<file path="config.mk">
export PLATFORM = sky130hd
export DESIGN_NAME = csr_trap_sched
export DESIGN_NICKNAME = d
export VERILOG_FILES = /design/src/rtl/csr_trap_sched_pkg.sv /design/src/rtl/csr_trap_sched_irq_sync.sv /design/src/rtl/csr_trap_sched.sv
export SDC_FILE = /design/constraint.sdc
export NUM_CORES = 1
export LEC_CHECK = 0
export BUFFER_PORTS_ARGS = -buffer_cell sky130_fd_sc_hd__buf_2
export CAP_MARGIN = 30
export CORE_AREA = 3 3 229 231
export DETAILED_ROUTE_END_ITERATION = 16
export DIE_AREA = 0 0 232 234
export GPL_ROUTABILITY_DRIVEN = 0
export PLACE_DENSITY = 0.34
export SYNTH_ARGS = -nofsm -noshare
export SYNTH_HDL_FRONTEND = slang
export SYNTH_SLANG_ARGS = --single-unit
</file>
<file path="constraint.sdc">
create_clock -name clk -period 4 [get_ports clk]
set_clock_uncertainty 0.05 [all_clocks]
set_input_delay 0.2 -clock clk [delete_from_list [all_inputs] [get_ports clk]]
set_output_delay 0.2 -clock clk [all_outputs]
set_load 0.01 [all_outputs]
</file>
<file path="src/rtl/csr_trap_sched_pkg.sv">
// Shared definitions for the csr trap/interrupt sequencer.
// Sits alongside the csr.vh SYSOP_* macros; only the values this block
// needs to generate on its own are defined here.
package csr_trap_sched_pkg;

   // "No operation" encoding presented to csr on idle cycles
   localparam logic [4:0] SYSOP_NONE = 5'b0_0000;

   // Machine interrupt cause codes (mcause[3:0] for interrupts)
   localparam logic [3:0] IRQ_MSI = 4'd3;
   localparam logic [3:0] IRQ_MTI = 4'd7;
   localparam logic [3:0] IRQ_MEI = 4'd11;

   typedef enum logic {
      RUN  = 1'b0,
      TRAP = 1'b1
   } state_e;

   // One op as presented to csr
   typedef struct packed {
      logic [4:0]  op;
      logic [63:0] pc;
      logic [63:0] tval;
      logic [63:0] wdata;
   } csr_req_t;

   // Fixed priority MEI > MSI > MTI. Only called when at least one
   // enabled source is pending, so MTI is the fall-through case.
   function automatic logic [3:0] irq_cause(input logic mei, input logic msi);
      if (mei)
         return IRQ_MEI;
      else if (msi)
         return IRQ_MSI;
      else
         return IRQ_MTI;
   endfunction

endpackage

</file>
<file path="src/rtl/csr_trap_sched_irq_sync.sv">
// Flop-chain synchronizer for one asynchronous interrupt level line.
module irq_sync #(
   parameter int SYNC_STAGES = 2
) (
   input  logic clk,
   input  logic rst,
   input  logic d,
   output logic q
);

   localparam int N = (SYNC_STAGES < 1) ? 1 : SYNC_STAGES;

   logic [N-1:0] chain;

   // Shift the raw line in at bit 0; the oldest sample leaves at the top
   always_ff @(posedge clk) begin
      if (rst)
         chain <= '0;
      else
         chain <= N'({chain, d});
   end

   assign q = chain[N-1];

endmodule

</file>
<file path="src/rtl/csr_trap_sched.sv">
// Front-end sequencer for csr: picks the executing system op or an
// injected machine interrupt, holds the pipe and redirects fetch after
// any trap-class op, and enforces a post-trap interrupt holdoff.
module csr_trap_sched
   import csr_trap_sched_pkg::*;
#(
   parameter int SYNC_STAGES = 2,
   parameter int HOLDOFF     = 4
) (
   input  logic        clk,
   input  logic        rst,
   input  logic        ex_valid,
   output logic        ex_ready,
   input  logic [4:0]  ex_op,
   input  logic [63:0] ex_pc,
   input  logic [63:0] ex_tval,
   input  logic [63:0] ex_wdata,
   input  logic        irq_msip,
   input  logic        irq_mtip,
   input  logic        irq_meip,
   input  logic [63:0] csr_mie,
   input  logic        csr_mstatus_mie,
   output logic [4:0]  csr_op,
   output logic [63:0] csr_pc,
   output logic [63:0] csr_tval,
   output logic [63:0] csr_wdata,
   input  logic        csr_trap_en,
   input  logic [63:0] csr_trap_pc,
   output logic        redir_valid,
   output logic [63:0] redir_pc,
   input  logic        redir_ready,
   output logic        irq_taken
);

   localparam int              HW         = (HOLDOFF < 1) ? 1 : $clog2(HOLDOFF + 1);
   localparam logic [HW-1:0]   HOLDOFF_LD = HW'(HOLDOFF);

   state_e        state;
   logic [HW-1:0] holdoff_cnt;
   logic          is_trap;

   logic sync_msip, sync_mtip, sync_meip;
   logic en_mei, en_msi, en_mti;
   logic pend;
   csr_req_t req;

   // Only the three machine-level enable bits matter here
   logic unused_mie;
   assign unused_mie = ^{csr_mie[63:12], csr_mie[10:8], csr_mie[6:4], csr_mie[2:0]};

   irq_sync #(.SYNC_STAGES(SYNC_STAGES)) u_sync_msip (
      .clk (clk), .rst (rst), .d (irq_msip), .q (sync_msip)
   );
   irq_sync #(.SYNC_STAGES(SYNC_STAGES)) u_sync_mtip (
      .clk (clk), .rst (rst), .d (irq_mtip), .q (sync_mtip)
   );
   irq_sync #(.SYNC_STAGES(SYNC_STAGES)) u_sync_meip (
      .clk (clk), .rst (rst), .d (irq_meip), .q (sync_meip)
   );

   assign en_mei = sync_meip & csr_mie[11];
   assign en_msi = sync_msip & csr_mie[3];
   assign en_mti = sync_mtip & csr_mie[7];

   // Interrupts are only taken at an instruction boundary in RUN and once
   // the previous handler has retired enough instructions.
   assign pend = (en_mei | en_msi | en_mti) & csr_mstatus_mie &
                 (holdoff_cnt == '0) & (state == RUN);

   // Select what csr sees this cycle; an interrupt replaces the op entirely
   always_comb begin
      req       = '0;
      req.op    = SYSOP_NONE;
      ex_ready  = 1'b0;
      irq_taken = 1'b0;
      if (!rst && (state == RUN) && ex_valid) begin
         ex_ready = 1'b1;
         if (pend) begin
            // Instruction is dropped and replays after mret
            req.op    = {1'b1, irq_cause(en_mei, en_msi)};
            req.pc    = ex_pc;
            irq_taken = 1'b1;
         end else begin
            req.op    = ex_op;
            req.pc    = ex_pc;
            req.tval  = ex_tval;
            req.wdata = ex_wdata;
         end
      end
   end

   assign csr_op    = req.op;
   assign csr_pc    = req.pc;
   assign csr_tval  = req.tval;
   assign csr_wdata = req.wdata;

   // Trap sequencing: capture redirect target, hold until fetch accepts,
   // then arm the holdoff for exception/interrupt handlers only.
   always_ff @(posedge clk) begin
      if (rst) begin
         state       <= RUN;
         holdoff_cnt <= '0;
         is_trap     <= 1'b0;
         redir_valid <= 1'b0;
         redir_pc    <= '0;
      end else begin
         case (state)
            RUN: begin
               if (ex_valid) begin
                  if (pend) begin
                     redir_pc    <= csr_trap_pc;
                     is_trap     <= 1'b1;
                     redir_valid <= 1'b1;
                     state       <= TRAP;
                  end else if (csr_trap_en) begin
                     redir_pc    <= csr_trap_pc;
                     is_trap     <= ex_op[4];
                     redir_valid <= 1'b1;
                     state       <= TRAP;
                  end else if (holdoff_cnt != '0) begin
                     holdoff_cnt <= holdoff_cnt - HW'(1);
                  end
               end
            end
            TRAP: begin
               if (redir_ready) begin
                  redir_valid <= 1'b0;
                  holdoff_cnt <= is_trap ? HOLDOFF_LD : '0;
                  state       <= RUN;
               end
            end
            default: state <= RUN;
         endcase
      end
   end

endmodule

</file>
==> results of run 1 <==
power breakdown:
part,leakage [nW],internal [W],switching (W)
logic,3.99,0.000263,0.000292
clock network,0.145,0.000494,0.000372
registers,0.622,0.000799,0.0000233
total,4.75,0.00156,0.000688
worst reg2reg max path, stage by stage (launching register included):
cell      delay (ps)
dfxtp_1          530
nor2b_4           70
nand2_1          250
clkinv_2         510
and2_4           540
a22o_1           420
per-stage QoR:
step / cell area [um2] / hold WS [ps] / instances / power (W)
after floorplan: 3910 / 260 / 442 / 0.00108
after global placement: 7230 / 366 / 1600 / 0.00140
after detailed placement: 7230 / 369 / 1600 / 0.00140
after CTS: 7620 / 0.853 / 1624 / 0.00230
after global routing: 7640 / 3.84 / 1628 / 0.00238
final: 7640 / 22.8 / 1629 / 0.00224
layer usage:
layer / track usage [%] / routed length (um) / share of wire, %
met1: 10.6 / 10800 / 36
met2: 19.2 / 16000 / 53
met3: 3.28 / 2830 / 9.5
met4: 2.69 / 348 / 1.2
met5: 0 / 27 / 0.090
state kept, by name, summed over array words and instances (netlist names):
signal,count
holdoff_cnt,3
is_trap,1
redir_pc,64
redir_valid,1
state,1
u_sync_meip.chain,2
u_sync_msip.chain,2
u_sync_mtip.chain,2
layout by cell type, fill, tap and decap left out, drive strengths merged:
cell type | netlist | routed
a21oi | 3 | 3
a22oi | 1 | 1
dlygate4sd3 | 0 | 9
o221a | 1 | 1
nor4 | 2 | 2
o21ai | 1 | 1
nor2b | 7 | 7
a31o | 3 | 3
nand2 | 3 | 3
clkinv | 0 | 2
ha | 2 | 2
clkbuf | 40 | 9
diode | 0 | 4
a22o | 64 | 64
and2 | 1 | 1
bufinv | 0 | 1
inv | 5 | 7
a222oi | 1 | 1
dfxtp | 76 | 76
and3 | 192 | 192
a311oi | 1 | 1
or4 | 1 | 1
nand4bb | 1 | 1
and3b | 1 | 1
buf | 17 | 543
a31oi | 1 | 1
o21bai | 2 | 2
nand2b | 2 | 2
or2 | 1 | 1
clkinvlp | 0 | 2
nand3 | 1 | 1
nor2 | 10 | 10
o311ai | 1 | 1
nand3b | 1 | 1
worst max-delay path by stage:
stage / start / endpoint / slack (ps) / cells after the start
2_1_floorplan: u_sync_msip.chain[1] / csr_tval[0] / 2210 / 5
3_3_place_gp: state / csr_wdata[47] / 1360 / 6
3_5_place_dp: u_sync_msip.chain[1] / csr_tval[36] / 1260 / 5
4_1_cts: u_sync_msip.chain[1] / csr_tval[36] / 870 / 5
5_1_grt: u_sync_msip.chain[1] / csr_tval[36] / 690 / 5
6_report: u_sync_msip.chain[1] / csr_tval[36] / 960 / 5
cell usage after synthesis, types with 2 or more instances:
cell type    n  area share, %
a31o_2       2           0.45
a22o_1      64             14
a21oi_1      2           0.26
nand2_1      3           0.29
inv_1        5           0.48
nor2b_1      6           0.96
dfxtp_1     76             39
ha_1         2           0.64
clkbuf_1    40            3.8
nor4_1       2           0.32
nand2b_1     2           0.32
and3_1     192             31
buf_2       12            1.5
nor2_1      10           0.96
buf_6        5            1.4
timing repair:
item | in CTS | in global routing
hold buffers | 8 | 1
resized for setup | 0 | 0
endpoints found under the hold margin | 8 | 1
logic make-up after synthesis:
kind of cell / count (synthesis) / synth area share, %
DFF: 76 / 38.9
AOI/OAI and AO/OA: 79 / 17.6
and+or+nand+nor: 223 / 35.6
adders and majority gates: 2 / 0.639
buffers and inverters: 62 / 7.29
layout make-up:
cell class	count	share of cell area (%)
timing repair buffer	552	37.0
inverter	5	0.262
antenna	4	0.131
clock buffer	9	2.95
multi-input combinational	304	27.7
sequential	76	19.9
tap	672	11.0
clock inverter	7	1.08
==> flow_metrics.tcl, run 1 <==
set metrics [dict create \
    wire_length_of_the_first_global_routing_pass_mm 39.5 \
    htreeDepth 3 \
    critPathMaxFanout 92 \
    worst_setup_hold_path_clk_slew_ps 70 \
    finish.net_count 1284 \
    num_rows 82 \
    synth-main-ff-cell "dfxtp_1" \
    timing.rr.start "state" \
    sequential_cell_area_um2 1520 \
    unrepaired_setup_endpoints_after_global_routing "false" \
    result_of_the_run "finished clean" \
    number_of_distinct_library_cells_after_synthesis 34 \
    syn_avg_cell_area_um2 8.85 \
    layout_min_cycle_time_ps 3040 \
    r2r-end "redir_pc[59]" \
    drt_wl_total_mm 30.0 \
    worst-path-buf-inv 2 \
    max_clock_freq_mhz 329 \
    grt_remaining_overflow 0 \
    setup_slack_ps 960 \
    pre_cts_ws_ps 1260 \
    chipWidth_um 232 \
    data_arrival_critical_path_ps 2790 \
    dr.pass1.iters 4 \
    ctsLongestPathBuffers 2 \
    initial_utilization_pct 7.78 \
    worst_hold_path_stage_count 2 \
    drtIter0Drc 251 \
    timing.critical_path.max_delay_family "simple AND/OR/NAND/NOR gates" \
    cp_slowest_cell "or2_4" \
    timing.final.hold_violations 0 \
    ys_ff_latch 76 \
    fp.dieArea_um2 54300 \
    clock_insertion_delay_worst_skew_ps 340 \
    detail-route-antenna-nets 0 \
    period_utilisation_layout_pct 76.0 \
    timing.max_slew.rel_slack_pct 42.3 \
    routed_via_density 3.42 \
    cts_num_sinks 76 \
    tritoncts.num_buffers 9 \
    hold-path-endpoint "redir_pc[26]" \
    chipHeight_um 234 \
    peakVddDrop_mv 0.204 \
    ioPinCount 598 \
    sequential_share_of_the_synthesized_area_pct 38.9 \
    finish.utilization_pct 15.2 \
    via_count_of_the_first_global_routing_pass 5507 \
    setup_violations 0 \
    placement.io_buffers 536 \
    ff2ff_path_depth 5 \
    cts_tree "done" \
    multi_input_combinational_cell_area_um2 2110 \
    worst_path_largest_cell_delay_ps 800 \
    cellLeakagePower_nw 4.75 \
    worstSetupEndpointType "output port" \
    cp_data_required_time_ps 3750 \
    fillers 5792 \
    post-cts-setup-buffer-count 0 \
    startpoint_type "flop" \
    antenna_found_initial 22 \
    mappedNetlistArea_um2 3910 \
    hp-start "csr_trap_pc[26]" \
    fin_tns_setup_ps 0 \
    areaGrowthSynthToFinish_pct 95.2 \
    detailedPlacementHpwl_mm 25.2 \
    timing.reg2reg.setup_slack_ps 1530 \
    dr_total_vias 5568 \
    max_cap_viol_count 0 \
    drv_slew 0 \
    tightestPinTransition_ps 865 \
    ys.warnings.count 0 \
    grt_usage_pct 10.1 \
    power_per_cell_area_nw_per_um2 294 \
    path_type_of_the_worst_setup_path "flop to output port" \
    timing.critical_path.cells "a222oi_1, or2_4, buf_4, and3_1, buf_2" \
    design.core.area_um2 50300 \
    layout-drive-gt1-share_pct 59.7 \
    synth_cells 442 \
    syn_nets 778 \
    grt_start_max_net_pins 93 \
    synth_enable_flop_cells 0 \
    remaining_drc_errors 0 \
    async_reset_ff_share_pct 0 \
    cts_root_buffer "clkbuf_16" \
    post_drt_wl_per_cell_um 18.4 \
    worst_hold_path_type "input pin to flop" \
]
Note: power is estimated with default switching activity, not from simulation.
==> run 2: changes to the inputs <==
--- a/config.mk
+++ b/config.mk
@@ -7,11 +7,11 @@
 export LEC_CHECK = 0
 export BUFFER_PORTS_ARGS = -buffer_cell sky130_fd_sc_hd__buf_2
 export CAP_MARGIN = 30
-export CORE_AREA = 3 3 229 231
+export CORE_AREA = 3 3 228 230
 export DETAILED_ROUTE_END_ITERATION = 16
-export DIE_AREA = 0 0 232 234
+export DIE_AREA = 0 0 231 233
 export GPL_ROUTABILITY_DRIVEN = 0
-export PLACE_DENSITY = 0.34
+export PLACE_DENSITY = 0.35
 export SYNTH_ARGS = -nofsm -noshare
 export SYNTH_HDL_FRONTEND = slang
 export SYNTH_SLANG_ARGS = --single-unit
==> constraint.sdc (replaced) <==
create_clock -name clk -period 2.74 [get_ports clk]
set_clock_uncertainty 0.05 [all_clocks]
set_input_delay 0.137 -clock clk [delete_from_list [all_inputs] [get_ports clk]]
set_output_delay 0.137 -clock clk [all_outputs]
set_load 0.01 [all_outputs]
==> flow_metrics.tcl, run 2 (synthesis results as in run 1) <==
set metrics [dict create \
    result_of_the_run "finished clean" \
    commonest_non_fill_non_tap_cell_in_the_layout "buf_2" \
    period_utilisation_layout_pct 88.7 \
    placement.io_buffers 536 \
    num_rows 82 \
    ctsLongestPathBuffers 2 \
    ioPinCount 598 \
    dr_total_vias 5788 \
    power_switching_share_pct 29.0 \
    commonest_cells_after_routing_fill_and_taps_aside "buf_2 (536), and3_1 (192), dfxtp_1 (76), dlygate4sd3_1 (68), a22o_1 (64)" \
    via_count_of_the_first_global_routing_pass 5769 \
    largest_register_ffs 64 \
    tritoncts.num_buffers 9 \
    wire_length_of_the_first_global_routing_pass_mm 37.7 \
    areaGrowthSynthToFinish_pct 113 \
    clock_insertion_delay_worst_skew_ps 340 \
    max_clock_freq_mhz 412 \
    cts_num_sinks 76 \
    post_drt_wl_per_cell_um 16.5 \
    chipHeight_um 233 \
    grt_usage_pct 9.37 \
    setup_violations 0 \
    worst_setup_hold_path_clk_slew_ps 70 \
    drv_slew 0 \
    detailedPlacementHpwl_mm 22.7 \
    power.combinational.fraction_pct 26.2 \
    pre_cts_ws_ps 434 \
    initial_utilization_pct 7.82 \
    timing.final.hold_violations 0 \
    fin_area_um2 8320 \
    dr.pass1.iters 4 \
    detail-route-antenna-nets 0 \
    met2_usage_in_global_routing_pct 16.9 \
    worstSetupEndpointType "output port" \
    startpoint_type "flop" \
    worst_hold_path_type "input pin to flop" \
    drt_wl_total_mm 27.8 \
    finalNonFillerCells 1689 \
    path_type_of_the_worst_setup_path "flop to output port" \
    unrepaired_setup_endpoints_after_global_routing "false" \
    finalHoldWorstSlack_ps 61.4 \
    setup_slack_ps 311 \
    net-switching-power_w 0.000991 \
    intPower_w 0.00242 \
    numPlacedInstances 1603 \
    data_arrival_critical_path_ps 2240 \
    tightestPinTransition_ps 551 \
    post_dp_cell_area_um2 7300 \
    max_cap_viol_count 0 \
    remaining_drc_errors 0 \
    antenna_found_initial 9 \
    routed_via_density 3.43 \
    fp.dieArea_um2 53800 \
    finish.net_count 1347 \
    fin_tns_setup_ps 0 \
    layout_min_cycle_time_ps 2430 \
    cp_data_required_time_ps 2550 \
    reg_top3 "redir_pc: 64 flops, holdoff_cnt: 3 flops" \
    critPathMaxFanout 66 \
    grt_util_met3_pct 3.64 \
    cellLeakagePower_nw 5.05 \
    power_per_cell_area_nw_per_um2 410 \
    routing_layer_with_the_top_usage_in_global_route "met2" \
    globalRouteMet1Util_pct 10.8 \
    drtIter0Drc 195 \
    cts.repair.resized 0 \
    design.core.area_um2 50100 \
    htreeDepth 3 \
    cts_tree "done" \
    peakVddDrop_mv 0.257 \
    cts_root_buffer "clkbuf_16" \
    chipWidth_um 231 \
    power.share.sequential_pct 35.1 \
    grt_remaining_overflow 0 \
    register_with_the_highest_flop_count "redir_pc" \
    layout-drive-gt1-share_pct 56.4 \
    grt_start_max_net_pins 131 \
    timing.max_slew.rel_slack_pct 63.2 \
    power.share.clock_pct 38.7 \
]
## run 2: cell types whose count changed in the layout (fill, tap and decap cells not counted), sizes merged
| cell | before | now |
|---|---|---|
| dlygate4sd3 | 9 | 68 |
| buf | 543 | 547 |
| diode | 4 | 1 |
| clkinv | 2 | 4 |
| inv | 7 | 5 |
| bufinv | 1 | 2 |
| clkinvlp | 2 | 1 |
## run 2: through the flow
step | utilization [%] | power [W]
2_1_floorplan | - | 0.00158
3_3_place_gp | 14.6 | 0.00205
3_5_place_dp | 14.6 | 0.00205
4_1_cts | 16.6 | 0.00347
5_1_grt | 16.6 | 0.00360
6_report | 16.6 | 0.00341
## run 2: worst paths after layout
path	from	endpoint	slack, ps	depth (start not counted)
setup / recovery	holdoff_cnt[0]	csr_wdata[63]	310	7
hold / removal	redir_ready	holdoff_cnt[2]	60	3
setup reg to reg	holdoff_cnt[0]	redir_pc[41]	680	7
hold reg to reg	u_sync_mtip.chain[0]	u_sync_mtip.chain[1]	400	1
## run 2: critical path, stage by stage, from the launching register on
cell	delay, ps
dfxtp_1	350
inv_1	70
ha_1	240
nand4bb_4	140
or2_4	400
buf_12	290
and3_1	220
buf_2	150
## run 2: routing by layer
layer	vias up	wire, um
li1	2775	-
met1	2671	10900
met4	8	162
met3	23	2980
met5	-	45
met2	311	13800
## run 2: layout make-up
class	count	area, um2
fill	5734	41700
timing repair buffer	615	3500
multi-input combinational	304	2110
sequential	76	1520
tap	672	841
clock buffer	9	225
clock inverter	7	98.8
inverter	5	20.0
antenna	1	2.50
## run 2: power by group through the flow
stage          sequential (W)  combinational, W  clock, W
2_1_floorplan         0.00124          0.000335         0
3_3_place_gp          0.00122          0.000826         0
3_5_place_dp          0.00122          0.000829         0
4_1_cts               0.00120          0.000910   0.00137
5_1_grt               0.00121          0.000978   0.00142
6_report              0.00120          0.000894   0.00132
## run 2: timing repair
| item | CTS | global route |
|---|---|---|
| buffers inserted | 0 | 1 |
| setup endpoints to repair | 0 | 95 |
| hold endpoints to repair | 68 | 0 |
| hold buffers | 68 | 0 |
